$ cat config.mk
export PLATFORM = sky130hd
export DESIGN_NAME = aes_word_packer_flat
export DESIGN_NICKNAME = d
export VERILOG_FILES = /design/src/rtl/aes_word_packer_pkg.sv /design/src/rtl/aes_word_packer_if.sv /design/src/rtl/aes_word_packer_block_assembler.sv /design/src/rtl/aes_word_packer.sv /design/src/flat_wrapper.sv
export SDC_FILE = /design/constraint.sdc
export NUM_CORES = 1
export LEC_CHECK = 0
export CORE_MARGIN = 5
export CORE_UTILIZATION = 46
export CTS_CLUSTER_SIZE = 28
export DETAILED_ROUTE_END_ITERATION = 16
export DONT_BUFFER_PORTS = 1
export SYNTH_ARGS = -nofsm -noshare
export SYNTH_HDL_FRONTEND = slang
export SYNTH_SLANG_ARGS = --single-unit
export TNS_END_PERCENT = 100
$ cat constraint.sdc
create_clock -name clk -period 2.1 [get_ports clk]
set_input_delay 0.315 -clock clk [delete_from_list [all_inputs] [get_ports clk]]
set_output_delay 0.315 -clock clk [all_outputs]
set_load 0.005 [all_outputs]
$ cat src/rtl/aes_word_packer_pkg.sv
// Shared types and constants for the AES word packer: word/block widths,
// the fill FSM state type and the slot-insert/zero-pad helper.
package aes_pkg;

  localparam int WORD_W  = 32;
  localparam int NWORDS  = 4;
  localparam int BLOCK_W = WORD_W * NWORDS;

  typedef logic [127:0]        aes_block_t;
  typedef logic [WORD_W-1:0]   aes_word_t;
  typedef enum logic {FILLING, FULL} fill_state_t;

  // Word 0 lives in the top slot; slots above the written one are zeroed when pad is set.
  function automatic aes_block_t put_word(input aes_block_t blk, input logic [1:0] slot,
                                          input aes_word_t w, input logic pad);
    aes_block_t res;
    res = blk;
    for (int i = 0; i < NWORDS; i++) begin
      if (i == int'(slot)) begin
        res[BLOCK_W-1-WORD_W*i -: WORD_W] = w;
      end else if (pad && (i > int'(slot))) begin
        res[BLOCK_W-1-WORD_W*i -: WORD_W] = {WORD_W{1'b0}};
      end else begin
        res[BLOCK_W-1-WORD_W*i -: WORD_W] = blk[BLOCK_W-1-WORD_W*i -: WORD_W];
      end
    end
    return res;
  endfunction

endpackage

$ cat src/rtl/aes_word_packer_if.sv
// Word-side and block-side handshake bundle of the AES word packer.
// The packer uses the slave view; the AHB master / AES core side uses master.
interface aes_word_packer_if;
  import aes_pkg::*;

  logic       shift_en;
  aes_word_t  shiftin;
  logic       end_block;
  logic       word_ready;
  logic       blk_valid;
  aes_block_t blk_data;
  logic       blk_last;
  logic       blk_ready;
  logic       overflow_err;

  modport master (
    output shift_en, shiftin, end_block, blk_ready,
    input  word_ready, blk_valid, blk_data, blk_last, overflow_err
  );

  modport slave (
    input  shift_en, shiftin, end_block, blk_ready,
    output word_ready, blk_valid, blk_data, blk_last, overflow_err
  );

endinterface

$ cat src/rtl/aes_word_packer_block_assembler.sv
// Fill register with word counter: inserts accepted words, zero-pads short
// final blocks and flags block completion combinationally for the top.
module block_assembler
  import aes_pkg::*;
(
  input  logic       clk,
  input  logic       n_rst,
  input  logic       clear,
  input  logic       accept,
  input  aes_word_t  word,
  input  logic       end_block,
  output aes_block_t cmp_blk,
  output logic       cmp_done,
  output logic       cmp_last,
  output aes_block_t held_blk,
  output logic       held_last
);

  logic [1:0] wcnt_r;
  aes_block_t fill_r;
  logic       last_r;

  // Block as it would look with the current word inserted, plus completion detect.
  always_comb begin
    cmp_blk  = put_word(fill_r, wcnt_r, word, end_block);
    cmp_done = accept && ((wcnt_r == 2'd3) || end_block);
    cmp_last = end_block;
  end

  assign held_blk  = fill_r;
  assign held_last = last_r;

  // Stale slots left behind by a short block are harmless: a later block
  // either overwrites them or pads them with zeros.
  always_ff @(posedge clk or negedge n_rst) begin
    if (!n_rst) begin
      wcnt_r <= 2'd0;
      fill_r <= {BLOCK_W{1'b0}};
      last_r <= 1'b0;
    end else if (clear) begin
      wcnt_r <= 2'd0;
      fill_r <= {BLOCK_W{1'b0}};
      last_r <= 1'b0;
    end else if (accept) begin
      fill_r <= cmp_blk;
      last_r <= cmp_last;
      wcnt_r <= cmp_done ? 2'd0 : (wcnt_r + 2'd1);
    end else begin
      wcnt_r <= wcnt_r;
    end
  end

endmodule

$ cat src/rtl/aes_word_packer.sv
// Packs 32-bit AHB words into 128-bit AES blocks with one block of buffering
// behind a registered valid/ready output stage and a sticky overflow flag.
module aes_word_packer
  import aes_pkg::*;
(
  input  logic              clk,
  input  logic              n_rst,
  input  logic              clear,
  aes_word_packer_if.slave  bus
);

  fill_state_t state_r;
  aes_block_t  out_data_r;
  logic        out_valid_r;
  logic        out_last_r;
  logic        ovf_r;

  logic        accept_s;
  logic        xfer_s;
  aes_block_t  cmp_blk_s;
  logic        cmp_done_s;
  logic        cmp_last_s;
  aes_block_t  held_blk_s;
  logic        held_last_s;

  assign accept_s = bus.shift_en && (state_r == FILLING);
  assign xfer_s   = out_valid_r && bus.blk_ready;

  block_assembler u_asm (
    .clk       (clk),
    .n_rst     (n_rst),
    .clear     (clear),
    .accept    (accept_s),
    .word      (bus.shiftin),
    .end_block (bus.end_block),
    .cmp_blk   (cmp_blk_s),
    .cmp_done  (cmp_done_s),
    .cmp_last  (cmp_last_s),
    .held_blk  (held_blk_s),
    .held_last (held_last_s)
  );

  assign bus.word_ready   = (state_r == FILLING);
  assign bus.blk_valid    = out_valid_r;
  assign bus.blk_data     = out_data_r;
  assign bus.blk_last     = out_last_r;
  assign bus.overflow_err = ovf_r;

  // Fill FSM, output register and sticky overflow flag.
  always_ff @(posedge clk or negedge n_rst) begin
    if (!n_rst) begin
      state_r     <= FILLING;
      out_data_r  <= {BLOCK_W{1'b0}};
      out_valid_r <= 1'b0;
      out_last_r  <= 1'b0;
      ovf_r       <= 1'b0;
    end else if (clear) begin
      state_r     <= FILLING;
      out_data_r  <= {BLOCK_W{1'b0}};
      out_valid_r <= 1'b0;
      out_last_r  <= 1'b0;
      ovf_r       <= 1'b0;
    end else begin
      if (bus.shift_en && (state_r != FILLING)) begin
        ovf_r <= 1'b1;
      end
      case (state_r)
        FILLING: begin
          if (cmp_done_s && (!out_valid_r || xfer_s)) begin
            out_data_r  <= cmp_blk_s;
            out_last_r  <= cmp_last_s;
            out_valid_r <= 1'b1;
          end else if (cmp_done_s) begin
            state_r <= FULL;
          end else if (xfer_s) begin
            out_valid_r <= 1'b0;
          end
        end
        FULL: begin
          if (xfer_s) begin
            out_data_r  <= held_blk_s;
            out_last_r  <= held_last_s;
            out_valid_r <= 1'b1;
            state_r     <= FILLING;
          end
        end
        default: begin
          state_r <= FILLING;
        end
      endcase
    end
  end

endmodule

$ cat src/flat_wrapper.sv
// flat-port wrapper written by rule: the top's interface ports become plain ports
module aes_word_packer_flat import aes_pkg::*;
  (clk, n_rst, clear, bus_shift_en, bus_shiftin, bus_end_block, bus_blk_ready, bus_word_ready, bus_blk_valid, bus_blk_data, bus_blk_last, bus_overflow_err);
  aes_word_packer_if bus_i ();
  input  logic clk;
  input  logic n_rst;
  input  logic clear;
  input wire logic [$bits(bus_i.shift_en)-1:0] bus_shift_en;
  input wire logic [$bits(bus_i.shiftin)-1:0] bus_shiftin;
  input wire logic [$bits(bus_i.end_block)-1:0] bus_end_block;
  input wire logic [$bits(bus_i.blk_ready)-1:0] bus_blk_ready;
  output wire logic [$bits(bus_i.word_ready)-1:0] bus_word_ready;
  output wire logic [$bits(bus_i.blk_valid)-1:0] bus_blk_valid;
  output wire logic [$bits(bus_i.blk_data)-1:0] bus_blk_data;
  output wire logic [$bits(bus_i.blk_last)-1:0] bus_blk_last;
  output wire logic [$bits(bus_i.overflow_err)-1:0] bus_overflow_err;
  assign bus_i.shift_en = bus_shift_en;
  assign bus_i.shiftin = bus_shiftin;
  assign bus_i.end_block = bus_end_block;
  assign bus_i.blk_ready = bus_blk_ready;
  assign bus_word_ready = bus_i.word_ready;
  assign bus_blk_valid = bus_i.blk_valid;
  assign bus_blk_data = bus_i.blk_data;
  assign bus_blk_last = bus_i.blk_last;
  assign bus_overflow_err = bus_i.overflow_err;
  aes_word_packer u_core (.clk(clk), .n_rst(n_rst), .clear(clear), .bus(bus_i));
endmodule
==> results.md, run 1 <==
Run status:
- The flow ran to the end, but the final reports show violations.
- The final reports fail on hold timing.

Timing:
- Final hold analysis gives a worst-case slack of -536 ps.
- The clock period could shrink to just under 2000 ps.
- The number of max-slew violations in the final report is 0.
- Setup repair after global routing left no endpoint under its margin.
- In the final timing run, aggregate negative setup slack is 0 ps.
- For the pin with the worst max-slew slack, the measured transition is 636 ps.
- The max-slew headroom at the worst pin is between 50 and 60%.
- The count of endpoints failing hold in the final timing report is about 260.
- On the final layout, the worst clock skew is roughly 15 ps.
- Setup violations remaining at the end of the flow were counted as 0.
- For this run, the top clock speed supported by timing is between 500 and 600 MHz.
- The final period utilization is ~93%.

GRT:
- After global routing the overflow that remains totals 0.
- The initial antenna violation count is 3.
- In the global route stage, met3 resource usage came out at under 10%.
- The largest net degree at the start of global routing is 264.
- The met2 usage in global routing is about 34%.
- The busiest metal layer after global routing is met1.
- Across every metal layer, demand over resource in global routing totals 24.6%.
- The met1 global-route usage is approximately two fifths.
- The first-pass GRT wire length is ~60000 um.
- The number of global-route vias before repair is between 9000 and 10000.

Synth:
- The count of distinct cell types in the synthesized netlist is 39.
- The number of flops mapped to enable cells by yosys is 0.
- The share of synthesized area in the top cell type comes to a little over half.
- Sorting the synthesized cells by area gives the leading types as sky130_fd_sc_hd__dfrtp_1, sky130_fd_sc_hd__a21oi_1, sky130_fd_sc_hd__mux2i_1, sky130_fd_sc_hd__a22o_1, sky130_fd_sc_hd__nand2_1.
- For this run, the register share of the synthesized area comes to between 50 and 60%.
- The fraction of registers with async set/reset is between 90% and 100%.
- By count the netlist is led by sky130_fd_sc_hd__dfrtp_1, sky130_fd_sc_hd__a21oi_1, sky130_fd_sc_hd__nand2_1.
- Yosys printed 0 warnings.
- The synthesized instance count is approximately 1200.
- The synthesized netlist net count is ~1200.
- The number of storage elements in the synthesis netlist is around 260.
- The library cell occupying the most area in the post-synthesis netlist is sky130_fd_sc_hd__dfrtp_1.
- The leading register cell type out of synthesis is sky130_fd_sc_hd__dfrtp_1.
- A synthesized cell averages ~11 um2.
- The most common cell in the synthesized netlist is sky130_fd_sc_hd__dfrtp_1.
- The mapped netlist covers approximately 0.012 mm2.

Detailed routing:
- For this block, the initial DRC count from the detailed router was slightly above 900.
- The routed via count is between 9000 and 10000.
- The via count normalized by instance count is 6.34.
- Wires add up to between 30000 and 40000 um.
- In the routed design, unresolved DRC markers number 0.
- The average wire per cell in the routed design is around 25 um.
- The pre-antenna-repair detailed-routing pass consisted of 5 iterations.
- In this run the remaining antenna-violating nets after routing total 0.

Floorplanning:
- The total area inside the core boundary comes to around 0.027 mm2.
- The initial utilization of the core area, before any placement, comes to between 40% and 50%.
- In this run the vertical extent of the chip is between 150 and 200 um.
- The floorplan step defined a die boundary enclosing slightly above 0.03 mm2.
- The number of core rows is 60.
- The number of top-level design ports is 170.
- The die span in x is 174 um.

Clocking:
- The total of hold buffers inserted after clock tree synthesis is 38.
- The CTS sink count is approximately 260.
- The clock tree from TritonCTS is built.
- The number of gates given a new drive strength after cts is 0.
- No sink is reached through more buffers than the 3 on the longest clock path.
- The tree is rooted in a sky130_fd_sc_hd__clkbuf_16.
- The total CTS buffers is 30.
- The depth of the CTS H-tree is 1.
- The clock latency of the later-clocked register in the worst-skew pair is approximately 550 ps.
- The post-CTS clock slew at the launch and capture registers of the worst setup and hold paths is around 60 ps.

Pwr:
- In this run, the combinational gates consume a little under a tenth of the power.
- The switching portion of total power is between 20% and 30%.
- Cell internal power was estimated by the tool at around 9 mW.
- The share of power burned in registers is 46.3%.
- The largest voltage drop on the vdd net is between 400 and 500 uV.
- Power spread over the standard cell area amounts to 846 mW/mm2.
- The net switching power is 3.01 mW.
- The clock share of power is 44.1%.
- The leakage power summed over all cells is approximately 5.6 nW.

Worst setup path:
- The setup slack on the worst flop-to-flop path is 140 ps.
- At the worst endpoint, the required time is ~2500 ps.
- In this run the critical register-to-register path is launched from u_core.u_asm.wcnt_r[0].
- The worst path arrival time is ~2400 ps.
- The kind of critical path is reg2reg.
- The worst register-to-register path ends at u_core.bus.blk_data[0].
- Counting cells, the worst reg-to-reg path comes to 5.
- The type of origin of the critical path is a flip-flop.
- The worst setup path is captured at a flip-flop.
- Along the worst path, the maximum fanout reaches 32.

Finish:
- From synthesis to final layout, the design area changed by 14.1%.
- At the end of the flow the core is filled with cells to between 50% and 60%.
- The layout net count is around 1200.
- The final-layout fill cell count is 2397.
- The share of post-route cells with drive strength above 1 is 8.30%.

Placement:
- The wire-length estimate of the detail-placed layout is ~21000 um.
- The last weighted congestion value of the routability-driven placer is about 0.76.
- Input and output buffers added on the ports amount to 0.

Hold path:
- The min-delay analysis places its worst path in the category in2async.

Flow run:
- The max-cap check violation count is 0.
-- placed cells by master (no fill, tap or decap), types with 2 or more instances in the layout --
| master | count |
|---|---|
| sky130_fd_sc_hd__a22o_1 | 64 |
| sky130_fd_sc_hd__nand3_1 | 2 |
| sky130_fd_sc_hd__nor2b_2 | 2 |
| sky130_fd_sc_hd__o21a_1 | 64 |
| sky130_fd_sc_hd__buf_12 | 14 |
| sky130_fd_sc_hd__mux2i_1 | 65 |
| sky130_fd_sc_hd__nor3b_1 | 66 |
| sky130_fd_sc_hd__inv_1 | 3 |
| sky130_fd_sc_hd__a22oi_1 | 32 |
| sky130_fd_sc_hd__o221ai_1 | 32 |
| sky130_fd_sc_hd__ha_1 | 3 |
| sky130_fd_sc_hd__clkbuf_1 | 7 |
| sky130_fd_sc_hd__diode_2 | 2 |
| sky130_fd_sc_hd__or3_4 | 2 |
| sky130_fd_sc_hd__clkinv_2 | 6 |
| sky130_fd_sc_hd__o21ai_1 | 35 |
| sky130_fd_sc_hd__nand2_1 | 133 |
| sky130_fd_sc_hd__dfrtp_1 | 262 |
| sky130_fd_sc_hd__bufinv_16 | 2 |
| sky130_fd_sc_hd__clkbuf_16 | 31 |
| sky130_fd_sc_hd__a221oi_1 | 32 |
| sky130_fd_sc_hd__o31ai_1 | 33 |
| sky130_fd_sc_hd__nor2_1 | 6 |
| sky130_fd_sc_hd__o211ai_1 | 32 |
| sky130_fd_sc_hd__a21oi_1 | 136 |
| sky130_fd_sc_hd__o21ai_0 | 29 |
| sky130_fd_sc_hd__nor2_2 | 2 |
| sky130_fd_sc_hd__dlygate4sd3_1 | 37 |
| sky130_fd_sc_hd__clkbuf_8 | 7 |
| sky130_fd_sc_hd__buf_4 | 20 |
-- state kept, by name, indices dropped and copies added, names as in the netlist --
signal	cells
u_core.u_asm.wcnt_r	2
u_core.bus.overflow_err	1
u_core.u_asm.held_blk	128
u_core.u_asm.held_last	1
u_core.bus.blk_data	128
u_core.bus.blk_valid	1
u_core.state_r	1
u_core.bus.blk_last	1
-- power by group through the flow --
stage	registers, mW	clock network [mW]	logic, mW
finish	5.54	5.28	1.15
global route	5.58	5.59	1.25
CTS	5.55	5.36	1.15
detailed placement	5.64	0	0.995
global placement	5.63	0	0.982
floorplan	5.56	0	0.784
-- worst max-delay path, cell delays in order, from the launching register on --
cell	delay, ps
sky130_fd_sc_hd__dfrtp_1	420
sky130_fd_sc_hd__ha_1	240
sky130_fd_sc_hd__or2_1	320
sky130_fd_sc_hd__a21boi_4	270
sky130_fd_sc_hd__or3_4	420
sky130_fd_sc_hd__o21ai_0	140
-- area by class of cell --
class / count / area (um2) / share of cell area [%]
Tap cell: 341 / 427 / 3.01
Clock inverter: 8 / 90.1 / 0.636
Sequential cell: 263 / 6580 / 46.5
Antenna cell: 2 / 5.00 / 0.0354
Multi-Input combinational cell: 790 / 5310 / 37.5
Clock buffer: 45 / 898 / 6.35
Inverter: 3 / 11.3 / 0.0796
Timing Repair Buffer: 72 / 828 / 5.85
-- metal layers --
layer	wire [um]	vias to the layer above	share of wire (%)
met2	16000	392	42
met3	3870	44	10
met4	559	0	1.5
met5	0	-	0
met1	18000	4855	47
li1	-	4370	-
-- how the worst max path moves through the flow --
stage                                         end  slack [ps]                   start
after global placement    u_core.bus.blk_data[63]         180          u_core.state_r
after floorplan           u_core.bus.blk_data[33]         330  u_core.u_asm.wcnt_r[0]
after global routing       u_core.bus.blk_data[0]          30  u_core.u_asm.wcnt_r[1]
after detailed placement   u_core.bus.blk_data[0]         160  u_core.u_asm.wcnt_r[0]
final                      u_core.bus.blk_data[0]         140  u_core.u_asm.wcnt_r[0]
after CTS                  u_core.bus.blk_data[0]         140  u_core.u_asm.wcnt_r[0]
-- cells by family after synthesis --
family	Yosys count	synth area share [%]
flip-flops	263	53.0
adder cells (fa/ha/maj)	4	0.403
AO/OA/AOI/OAI	496	27.3
AND/OR/NAND/NOR	225	9.28
multiplexers	65	5.24
buffers and inverters	127	4.69
-- repair_timing --
action	4_1_cts	5_1_grt
buffers inserted	0	2
hold endpoints to repair	444	263
endpoints found under the setup margin	0	32
-- stage by stage --
step | worst slack, ps | power, mW | hold WS, ps | instances | instance area [um2]
4_1_cts | 136 | 12.1 | -554 | 1520 | 14100
6_report | 140 | 12.0 | -536 | 1524 | 14200
5_1_grt | 26.6 | 12.4 | -561 | 1522 | 14100
3_3_place_gp | 178 | 6.61 | 28.7 | 1429 | 12700
2_1_floorplan | 335 | 6.35 | 19.4 | 1180 | 12400
3_5_place_dp | 157 | 6.63 | 29.1 | 1429 | 12700
No activity file was read; power rests on OpenSTA's default activity.
==> inputs of run 2 (changes only) <==
- CORE_UTILIZATION: 46 -> 30
==> run 2 against run 1 <==
Effect of this change:
- the flow still finishes with violations (hold timing)
- utilization down 17 points
- die area grew 50%
- setup slack got worse by 74 ps
- design area rose by 2.5%
- non-clock buffer count up 4
- via count rose by 2.4%
- combinational power up 7%
- sequential power is essentially flat
- critical endpoint is now u_core.state_r
- largest power group unchanged
- highest routed layer unchanged
==> results.md, run 2 (same netlist as run 1, synthesis figures left out) <==
Timing:
- The transition time at the pin with the least slew margin is 657 ps (was 636 ps).
- The post-route minimum period is 2030 ps (was 1960 ps).
- RSZ-0062 raised after global routing: false (unchanged).
- The achievable clock frequency is 492 MHz (was 510 MHz).
- The count of endpoints failing hold in the final timing report was 263 (unchanged).
- The number of max-slew violations in the final report came to 0 (unchanged).
- The final sum of negative setup slack is 0 ps (unchanged).
- The final period utilization came to 96.9% (was 93.3%).
- The clock skew after layout came to 12.6 ps (was 14.6 ps).
- The worst hold slack after final layout was -556 ps (was -536 ps).
- The number of setup violations in the final report was 0 (unchanged).
- The smallest setup slack after layout is 65.5 ps (was 140 ps).
- The max-slew headroom at the worst pin is 56.1% (was 57.6%).

Floorplanning:
- The number of core rows is 74 (was 60).
- The die height is 213 um (was 174 um).
- The overall die area is 0.0455 mm2 (was 0.0304 mm2).
- The initial core utilization is 30.4% (was 46.4%).
- The die span in x is 213 um (was 174 um).
- The number of top-level design ports is 170 (unchanged).
- The core box area is 0.0408 mm2 (was 0.0267 mm2).

Worst setup path:
- The type of origin of the critical path was a flip-flop (unchanged).
- The depth of the most critical reg-to-reg path was 6 (was 5).
- The required time at the endpoint of the critical path is 2540 ps (was 2510 ps).
- List of cells traversed by the critical path: ha_1, or2_1, buf_4, a31oi_1, a211oi_1, dlygate4sd3_1 (was ha_1, or2_1, a21boi_4, or3_4, o21ai_0).
- The peak fanout along the critical path was 5 (was 32).
- The type of destination of the critical path is a flip-flop (unchanged).
- The cell with the largest stage delay on the worst path was sky130_fd_sc_hd__dlygate4sd3_1 (was sky130_fd_sc_hd__dfrtp_1).
- The kind of critical path is reg2reg (unchanged).
- The worst path arrival time was 2480 ps (was 2370 ps).
- The cell family contributing the most delay on the critical path is buffers and inverters (was simple AND/OR/NAND/NOR gates).
- The buffers plus inverters on the worst setup path is 2 (was 0).
- The worst reg2reg path endpoint is u_core.state_r (was u_core.bus.blk_data[0]).
- The setup slack on the worst flop-to-flop path is 70 ps (was 140 ps).
- The launching point of the worst reg2reg path is u_core.u_asm.wcnt_r[0] (unchanged).
- The delay of the slowest critical-path stage is 580 ps (was 420 ps).

Run status:
- Result of the run: finished, violations left (unchanged).
- Violated checks: hold timing (unchanged).

Placement:
- The last weighted congestion value of the routability-driven placer is 0.745 (was 0.757).
- The total of buffers placed on input and output ports was 0 (unchanged).
- The post-placement cell count is 1624 (was 1429).
- The instance area at placement is 0.0130 mm2 (was 0.0127 mm2).
- The placement-stage worst setup slack is 98.2 ps (was 157 ps).
- The detailed placer's ending HPWL is 24000 um (was 20600 um).

Pwr:
- The largest voltage drop on the vdd net came to 590 uV (was 477 uV).
- The power after layout is 12.3 mW (was 12.0 mW).
- The leakage power summed over all cells came to 5.66 nW (was 5.61 nW).
- The power per cell area was 849 mW/mm2 (was 846 mW/mm2).

Detailed routing:
- The sum of routed wire length over all layers is 43300 um (was 38500 um).
- The number of nets with antenna violations after detailed routing is 0 (unchanged).
- The routed via count is 9897 (was 9661).
- The number of detailed-route iterations in the first pass is 6 (was 5).
- The total DRC errors in the routed layout is 0 (unchanged).
- The average wire per cell in the routed design is 25.2 um (was 25.3 um).
- The via count normalized by instance count is 5.76 (was 6.34).
- The iteration-0 DRC count of the detailed router is 876 (was 928).

Finish:
- The post-route standard cell area excluding fillers is 0.0145 mm2 (was 0.0142 mm2).
- The final standard cell count with taps included and fillers excluded is 1719 (was 1524).
- The fraction of the core area covered by cells at the end of the flow is 35.5% (was 53.0%).
- The final-layout fill cell count came to 3997 (was 2397).
- The layout net count came to 1206 (was 1202).
- The area added between synthesis and finish was 17.0% (was 14.1%).
- Commonest cells after routing, fill and taps aside: sky130_fd_sc_hd__dfrtp_1, sky130_fd_sc_hd__a21oi_1, sky130_fd_sc_hd__nand2_1 (unchanged).
- The most frequent standard cell in the layout excluding fill and tap cells is sky130_fd_sc_hd__dfrtp_1 (unchanged).
- The share of post-route cells with drive strength above 1 was 8.78% (was 8.30%).

Clocking:
- The number of buffers inserted by post-CTS setup repair was 0 (unchanged).
- The clock tree from TritonCTS is built (unchanged).
- The total of hold buffers inserted after clock tree synthesis is 40 (was 38).
- The total CTS buffers is 30 (unchanged).
- The clock latency of the later-clocked register in the worst-skew pair came to 560 ps (was 550 ps).
- The post-CTS clock slew at the launch and capture registers of the worst setup and hold paths is 60 ps (about the same).
- The CTS sink count came to 263 (unchanged).
- The clock root buffer master is sky130_fd_sc_hd__clkbuf_16 (unchanged).
- The depth of the CTS H-tree is 1 (unchanged).
- The worst-case clock buffer depth is 3 (unchanged).

GRT:
- The largest net degree at the start of global routing is 264 (unchanged).
- The initial antenna violation count is 3 (unchanged).
- The overall global routing resource usage is 18.6% (was 24.6%).
- The number of global-route vias before repair came to 9724 (was 9269).
- The first-pass GRT wire length is 65800 um (was 59900 um).
- The overall overflow remaining after global route is 0 (unchanged).

Hold path:
- The worst hold path class is in2async (unchanged).

Flow run:
- The max-cap check violation count is 0 (unchanged).
==> run 2: cell type report <==
class / count / area [um2] / area share, %
antenna: 2 / 5.00 / 0.0345
clock buffer: 40 / 860 / 5.92
clock inverter: 13 / 170 / 1.17
inverter: 3 / 11.3 / 0.0776
multi-input combinational: 790 / 5310 / 36.6
sequential: 263 / 6580 / 45.4
tap: 532 / 666 / 4.59
timing repair buffer: 76 / 906 / 6.24
==> run 2: worst max path at each step <==
stage	slack, ps	cells after the start	from	endpoint
after detailed placement	100	6	u_core.u_asm.wcnt_r[1]	u_core.bus.blk_data[108]
final	70	6	u_core.u_asm.wcnt_r[0]	u_core.state_r
after floorplan	330	9	u_core.u_asm.wcnt_r[0]	u_core.bus.blk_data[33]
after global placement	130	7	u_core.u_asm.wcnt_r[0]	u_core.bus.blk_data[63]
after global routing	10	6	u_core.u_asm.wcnt_r[0]	u_core.state_r
after CTS	70	6	u_core.u_asm.wcnt_r[0]	u_core.bus.blk_data[108]
==> run 2: routing by layer <==
layer	vias to the layer above	track usage (%)	routed length [um]
li1	4385	-	-
met1	5093	28.5	20100
met2	365	26.0	18000
met3	54	5.50	4440
met4	0	3.99	789
met5	-	0	0
==> run 2: report_power, final <==
part / internal [mW] / switching, mW
clock: 3.34 / 2.19
sequential: 5.32 / 0.241
combinational: 0.486 / 0.745
total: 9.15 / 3.18
==> run 2: what timing repair did <==
item | CTS | global route
endpoints found under the setup margin | 0 | 22
resized for setup | 0 | 2
hold endpoints to repair | 471 | 263
